--- src/rtl/parking_pkg.sv ---
// Shared definitions for the parking carrier motion blocks: sequencer states,
// grid limits, default motion timing and a small cell-distance helper.
package parking_pkg;

    localparam int unsigned GRID_MAX             = 3;
    localparam int unsigned STEPS_PER_CELL_DEF   = 1600;
    localparam int unsigned STEP_HALF_PERIOD_DEF = 25000;
    localparam int unsigned SETTLE_CYCLES_DEF    = 500000;

    typedef enum logic [2:0] {
        S_IDLE,
        S_LOAD,
        S_MOVE_X,
        S_SETTLE_X,
        S_MOVE_Y,
        S_SETTLE_Y,
        S_DONE
    } seq_state_e;

    // Unsigned distance in cells between two grid coordinates.
    function automatic logic [2:0] cell_dist(input logic [1:0] a, input logic [1:0] b);
        if (a >= b) return {1'b0, a} - {1'b0, b};
        else        return {1'b0, b} - {1'b0, a};
    endfunction

endpackage

--- src/rtl/step_pulse_gen.sv ---
// Step pulse train for one stepper axis: square wave starting low, with a
// one-cycle cell_done strobe on the edge that produces the cell's last fall.
module step_pulse_gen #(
    parameter int unsigned STEPS_PER_CELL = 1600,
    parameter int unsigned HALF_PERIOD    = 25000
) (
    input  logic clk,
    input  logic rst,
    input  logic run_i,
    output logic step_o,
    output logic cell_done_o,
    output logic mid_cell_o
);

    localparam int unsigned PW = (HALF_PERIOD > 1) ? $clog2(HALF_PERIOD) : 1;

    logic [PW-1:0] phase_q;
    logic [15:0]   steps_q;
    logic          step_q;
    logic          half_done;
    logic          fall;

    assign half_done   = run_i && (phase_q == PW'(HALF_PERIOD - 1));
    assign fall        = half_done && step_q;
    assign cell_done_o = fall && (steps_q == 16'(STEPS_PER_CELL - 1));
    assign mid_cell_o  = (steps_q != 16'd0);
    assign step_o      = step_q;

    // Dropping run_i returns everything to the idle-low state on the next edge.
    always_ff @(posedge clk) begin
        if (rst || !run_i) begin
            phase_q <= '0;
            steps_q <= '0;
            step_q  <= 1'b0;
        end else begin
            if (half_done) begin
                phase_q <= '0;
                step_q  <= ~step_q;
            end else begin
                phase_q <= phase_q + PW'(1);
            end
            if (fall) steps_q <= cell_done_o ? 16'd0 : steps_q + 16'd1;
        end
    end

endmodule

--- src/rtl/parking_coord_sequencer.sv ---
// Grid-coordinate move sequencer: turns a target cell command into an X move,
// a settle dwell, a Y move and a final dwell, tracking completed cell position.
module parking_coord_sequencer
    import parking_pkg::*;
#(
    parameter int unsigned STEPS_PER_CELL   = STEPS_PER_CELL_DEF,
    parameter int unsigned STEP_HALF_PERIOD = STEP_HALF_PERIOD_DEF,
    parameter int unsigned SETTLE_CYCLES    = SETTLE_CYCLES_DEF
) (
    input  logic       clk,
    input  logic       rst,
    input  logic       coord_cmd_valid,
    input  logic [1:0] target_x,
    input  logic [1:0] target_y,
    input  logic       abort,
    output logic       x_step,
    output logic       x_dir,
    output logic       x_en,
    output logic       y_step,
    output logic       y_dir,
    output logic       y_en,
    output logic [1:0] cur_x,
    output logic [1:0] cur_y,
    output logic       busy,
    output logic       arrived,
    output logic       cmd_dropped,
    output logic       pos_lost
);

    localparam int unsigned SW       = (SETTLE_CYCLES > 1) ? $clog2(SETTLE_CYCLES) : 1;
    localparam logic [1:0]  CELL_MAX = 2'(GRID_MAX);

    seq_state_e    state_q;
    logic [1:0]    tx_q, ty_q;
    logic [1:0]    cur_x_q, cur_y_q;
    logic [2:0]    cells_x_q, cells_y_q;
    logic [2:0]    dist_x, dist_y;
    logic [SW-1:0] settle_q;
    logic          settle_end;
    logic          x_dir_q, y_dir_q, x_en_q, y_en_q;
    logic          busy_q, arrived_q, cmd_dropped_q, pos_lost_q;
    logic          run_x, run_y;
    logic          x_cell_done, y_cell_done, x_mid, y_mid;
    logic          abort_hit;

    assign abort_hit  = abort && (state_q != S_IDLE);
    assign run_x      = (state_q == S_MOVE_X) && !abort;
    assign run_y      = (state_q == S_MOVE_Y) && !abort;
    assign dist_x     = cell_dist(tx_q, cur_x_q);
    assign dist_y     = cell_dist(ty_q, cur_y_q);
    assign settle_end = (settle_q == SW'(SETTLE_CYCLES - 1));

    step_pulse_gen #(.STEPS_PER_CELL(STEPS_PER_CELL), .HALF_PERIOD(STEP_HALF_PERIOD)) u_x_gen (
        .clk(clk), .rst(rst), .run_i(run_x),
        .step_o(x_step), .cell_done_o(x_cell_done), .mid_cell_o(x_mid)
    );

    step_pulse_gen #(.STEPS_PER_CELL(STEPS_PER_CELL), .HALF_PERIOD(STEP_HALF_PERIOD)) u_y_gen (
        .clk(clk), .rst(rst), .run_i(run_y),
        .step_o(y_step), .cell_done_o(y_cell_done), .mid_cell_o(y_mid)
    );

    always_ff @(posedge clk) begin
        if (rst) begin
            state_q       <= S_IDLE;
            tx_q          <= '0;
            ty_q          <= '0;
            cur_x_q       <= '0;
            cur_y_q       <= '0;
            cells_x_q     <= '0;
            cells_y_q     <= '0;
            settle_q      <= '0;
            x_dir_q       <= 1'b0;
            y_dir_q       <= 1'b0;
            x_en_q        <= 1'b0;
            y_en_q        <= 1'b0;
            busy_q        <= 1'b0;
            arrived_q     <= 1'b0;
            cmd_dropped_q <= 1'b0;
            pos_lost_q    <= 1'b0;
        end else begin
            arrived_q     <= 1'b0;
            cmd_dropped_q <= coord_cmd_valid && (state_q != S_IDLE);
            if (abort_hit) begin
                // Completed cells stay counted; only a partly stepped cell loses position.
                state_q  <= S_IDLE;
                settle_q <= '0;
                x_en_q   <= 1'b0;
                y_en_q   <= 1'b0;
                busy_q   <= 1'b0;
                if (x_mid || y_mid) pos_lost_q <= 1'b1;
            end else begin
                case (state_q)
                    S_IDLE: begin
                        if (coord_cmd_valid) begin
                            tx_q    <= target_x;
                            ty_q    <= target_y;
                            busy_q  <= 1'b1;
                            state_q <= S_LOAD;
                        end
                    end
                    S_LOAD: begin
                        x_dir_q   <= (tx_q > cur_x_q);
                        y_dir_q   <= (ty_q > cur_y_q);
                        cells_x_q <= dist_x;
                        cells_y_q <= dist_y;
                        if (dist_x != 3'd0) begin
                            x_en_q  <= 1'b1;
                            state_q <= S_MOVE_X;
                        end else if (dist_y != 3'd0) begin
                            y_en_q  <= 1'b1;
                            state_q <= S_MOVE_Y;
                        end else begin
                            state_q <= S_DONE;
                        end
                    end
                    S_MOVE_X: begin
                        if (x_cell_done) begin
                            if (x_dir_q) cur_x_q <= (cur_x_q == CELL_MAX) ? cur_x_q : cur_x_q + 2'd1;
                            else         cur_x_q <= (cur_x_q == 2'd0) ? cur_x_q : cur_x_q - 2'd1;
                            cells_x_q <= cells_x_q - 3'd1;
                            if (cells_x_q == 3'd1) begin
                                settle_q <= '0;
                                state_q  <= S_SETTLE_X;
                            end
                        end
                    end
                    S_SETTLE_X: begin
                        if (settle_end) begin
                            settle_q <= '0;
                            if (cells_y_q != 3'd0) begin
                                x_en_q  <= 1'b0;
                                y_en_q  <= 1'b1;
                                state_q <= S_MOVE_Y;
                            end else begin
                                state_q <= S_DONE;
                            end
                        end else begin
                            settle_q <= settle_q + SW'(1);
                        end
                    end
                    S_MOVE_Y: begin
                        if (y_cell_done) begin
                            if (y_dir_q) cur_y_q <= (cur_y_q == CELL_MAX) ? cur_y_q : cur_y_q + 2'd1;
                            else         cur_y_q <= (cur_y_q == 2'd0) ? cur_y_q : cur_y_q - 2'd1;
                            cells_y_q <= cells_y_q - 3'd1;
                            if (cells_y_q == 3'd1) begin
                                settle_q <= '0;
                                state_q  <= S_SETTLE_Y;
                            end
                        end
                    end
                    S_SETTLE_Y: begin
                        if (settle_end) begin
                            settle_q <= '0;
                            state_q  <= S_DONE;
                        end else begin
                            settle_q <= settle_q + SW'(1);
                        end
                    end
                    S_DONE: begin
                        arrived_q <= 1'b1;
                        busy_q    <= 1'b0;
                        x_en_q    <= 1'b0;
                        y_en_q    <= 1'b0;
                        state_q   <= S_IDLE;
                    end
                    default: state_q <= S_IDLE;
                endcase
            end
        end
    end

    assign x_dir       = x_dir_q;
    assign y_dir       = y_dir_q;
    assign x_en        = x_en_q;
    assign y_en        = y_en_q;
    assign cur_x       = cur_x_q;
    assign cur_y       = cur_y_q;
    assign busy        = busy_q;
    assign arrived     = arrived_q;
    assign cmd_dropped = cmd_dropped_q;
    assign pos_lost    = pos_lost_q;

endmodule

--- config.mk ---
export PLATFORM = sky130hd
export DESIGN_NAME = parking_coord_sequencer
export DESIGN_NICKNAME = d
export VERILOG_FILES = /design/src/rtl/parking_pkg.sv /design/src/rtl/step_pulse_gen.sv /design/src/rtl/parking_coord_sequencer.sv
export SDC_FILE = /design/constraint.sdc
export NUM_CORES = 1
export LEC_CHECK = 0
export ABC_AREA = 0
export ABC_CLOCK_PERIOD_IN_PS = 4700
export BUFFER_PORTS_ARGS = -buffer_cell sky130_fd_sc_hd__buf_2
export CAP_MARGIN = 10
export CORE_MARGIN = 10
export CORE_UTILIZATION = 64
export CTS_BUF_LIST = sky130_fd_sc_hd__clkbuf_8
export CTS_CLUSTER_DIAMETER = 150
export DETAILED_ROUTE_END_ITERATION = 12
export PLACE_DENSITY = 0.82
export REMOVE_ABC_BUFFERS = 1
export SLEW_MARGIN = 20
export SYNTH_ARGS = -nofsm -noshare
export SYNTH_HDL_FRONTEND = slang
export SYNTH_HIERARCHICAL = 1
export SYNTH_SLANG_ARGS = --single-unit
--- constraint.sdc ---
create_clock -name clk -period 4.7 [get_ports clk]
set_clock_uncertainty 0.2 [all_clocks]
set_input_delay 0.47 -clock clk [delete_from_list [all_inputs] [get_ports clk]]
set_output_delay 0.47 -clock clk [all_outputs]
set_load 0.005 [all_outputs]
==> impl_metrics.yaml <==
timing:
  hold_viol: 0
  rsz0062_at_grt: "no"
  period_needed_ns: 3.65
  tightest_slew_ns: 0.826
  fin_tns_setup_ns: 0
  drv_slew: 0
  setup_viol: 0
  relSlewSlack_pct: 44.5
  timing.hold.ws_ns: 0.115
  period_share_pct: 77.6
  fmax_ghz: 0.274
synth:
  synth.area.mux_share_pct: 1.18
  synthArstFlopShare_pct: 0
  synthSimpleGateAreaFrac_pct: 33.4
  synth_area_sq_um: 6050
  syn_inst: 754
  synth-xor-area-share_pct: 4.20
  synth.avg_cell_area_sq_um: 8.03
  yosys.area.top_type: "dfxtp_1"
  ys_types: 72
  ys_warn_count: 6
  synth_compound_area_share_pct: 16.3
  yosys.area.top_type_share_pct: 35.7
  synth_area_leaders: "dfxtp_1 (36%), nor2_1 (5.1%), a21oi_1 (4.5%)"
  synth_top_family_by_area: "simple AND/OR/NAND/NOR gates"
  synth-seq-cells: 108
  yosysSeqAreaShare_pct: 35.7
  synth_edf_count: 0
  yosys.area_share.adder_pct: 5.04
  ys.flop_type: "dfxtp_1"
critical_path:
  critPathKind: "reg -> reg"
  critPathLaunchType: "flip-flop"
  slowest_delay_ns: 0.73
  crit_fanout: 19
  crit_family: "simple AND/OR/NAND/NOR gates"
  crit_required_ns: 4.76
  r2r_setup_slack_ns: 1.05
  cp_data_arrival_time_ns: 3.71
  end_kind: "flip-flop"
  cp_slowest_cell: "a211oi_1"
  crit_path_cell_trace: "buf_4 -> nor4b_1 -> buf_4 -> nand4b_1 -> nor4_1 -> nand2_1 -> nor2_1 -> nand3b_1 -> a211oi_1 -> o31ai_1 -> a22oi_1 -> nor2_1"
  path_buf_inv: 2
placement:
  port_buffers: 21
  hpwl_mm: 9.53
  placed_cell_area_sq_um: 6230
  routabilityCongestion: 0.932
pwr:
  worst_ir_drop_vdd_mv: 0.238
  power_density_nw_per_um2: 311
  leakagePower_uw: 0.00210
floorplan:
  fp.dieW_microns: 117
  die_h_microns: 117
  dieArea_sq_um: 13800
  ios: 22
  core_area_sq_um: 9240
  start_util_pct: 65.5
  fp-row-count: 35
grt:
  grt_pass1_wl_mm: 23.2
  grt_usage_pct: 20.2
  grt_overflow: 0
  grt_pass1_vias: 5109
  antenna_found_initial: 0
  grt_max_degree: 26
finish:
  drive_above_1_share_pct: 9.03
  layout_common_cells: "dfxtp_1 (108), nor2_1 (82), nand2_1 (65), a21oi_1 (54), nand3_1 (45)"
  final_nets: 789
  diodes: 0
  synthToLayoutAreaGrowth_pct: 6.20
  final_common_cell: "dfxtp_1"
  stdcell_area_sq_um: 6430
drt:
  vias: 5556
  drtIter0Drc: 392
  drc: 0
  routed_wl_mm: 13.6
  wl_per_cell_microns: 15.2
  postRouteAntennaNets: 0
  firstDrtPassIters: 8
  vias_per_cell: 6.22
clock_network:
  cts-root-buf: "clkbuf_8"
  post_cts_buffers: 0
  cts_tree: "done"
  clock_latency_ns: 0.38
  cts_num_sinks: 108
  cts.htree.levels: 3
  cts_buffers: 9
  postCtsResizedCells: 0
  clk_path_buf_depth: 2
  postCtsHoldBufs: 0
  path_clk_slew_ns: 0.11
hold_path:
  hold_class: "in -> reg"
run_status:
  status: "finished, final reports clean"
run:
  maxCapViolCount: 0
==> final cells by class <==
cell class / count / area [sq um]
Inverter: 27 / 101
Clock inverter: 7 / 75.1
Sequential cell: 108 / 2160
Tap cell: 129 / 161
Clock buffer: 9 / 124
Fill cell: 757 / 2810
Multi-Input combinational cell: 584 / 3640
Timing Repair Buffer: 29 / 165
==> report_power, final <==
part | internal (uW) | switching (uW) | total, uW
Clock | 250 | 323 | 574
Sequential | 952 | 25.9 | 978
Combinational | 161 | 288 | 449
==> state kept, by name, summed over array words and instances (netlist names), 3 cells and up <==
| register | cells |
|---|---|
| u_x_gen/steps_q | 16 |
| cells_y_q | 3 |
| u_y_gen/phase_q | 15 |
| state_q | 3 |
| settle_q | 19 |
| u_x_gen/phase_q | 15 |
| cells_x_q | 3 |
| u_y_gen/steps_q | 16 |
==> cell families (layout without fill, tap and decap cells) <==
group                      count (synthesis)  count (layout)
DFF                                      108             108
xor gates and xnor gates                  29              29
muxes                                      7               7
buffers and inverters                     62              72
AOI/OAI and AO/OA                        161             161
and+or+nand+nor                          365             365
adders and majority gates                 22              22
==> worst reg2reg max path, cell delays in order (launching register included) <==
cell      delay [ns]
dfxtp_1         0.34
buf_4           0.20
nor4b_1         0.41
buf_4           0.22
nand4b_1        0.09
nor4_1          0.27
nand2_1         0.09
nor2_1          0.39
nand3b_1        0.14
a211oi_1        0.73
o31ai_1         0.17
a22oi_1         0.22
nor2_1          0.05
==> per-layer routing <==
layer | track usage (%) | wire length, microns | up-vias
met3 | 4.49 | 736 | 12
met1 | 26.8 | 6420 | 2618
li1 | - | - | 2763
met5 | 0 | 0 | -
met2 | 32.3 | 6270 | 163
met4 | 5.19 | 131 | 0
==> stage by stage <==
| step | setup WS (ns) | cells | total power [uW] | utilization [%] |
|---|---|---|---|---|
| floorplan | 1.02 | 719 | 1300 | - |
| global placement | 1.04 | 877 | 1420 | 67.4 |
| detailed placement | 1.01 | 877 | 1440 | 67.4 |
| CTS | 1.07 | 893 | 2010 | 69.5 |
| global route | 0.763 | 893 | 2110 | 69.6 |
| finish | 1.05 | 893 | 2000 | 69.6 |
==> path summary, 6_finish.rpt <==
check,from,end,depth (start not counted)
min,target_y[1],ty_q[1],3
max,state_q[1],cells_y_q[2],12
max reg2reg,state_q[1],cells_y_q[2],12
min reg2reg,u_y_gen/phase_q[0],u_y_gen/phase_q[0],1
==> cell usage after synthesis, types with 5 or more instances <==
library cell and n:
a21oi_1 55, nand4b_1 5, buf_2 10, a211oi_1 8, or3_1 9, nand4_1 22
nor4_1 13, nand3_1 45, mux2i_1 6, and3_1 14, nor3b_1 8, dfxtp_1 108
nand3b_1 7, nand2_1 65, ha_1 18, clkbuf_1 24, o21ai_0 42, xnor2_1 18
nand2b_1 11, o31ai_1 10, xor2_1 11, or4_1 17, nor2b_1 8, and2_1 6
and4_1 5, inv_1 27, nor3_1 19, a31oi_1 12, nor2_1 82
(Power assumes the default switching activity.)
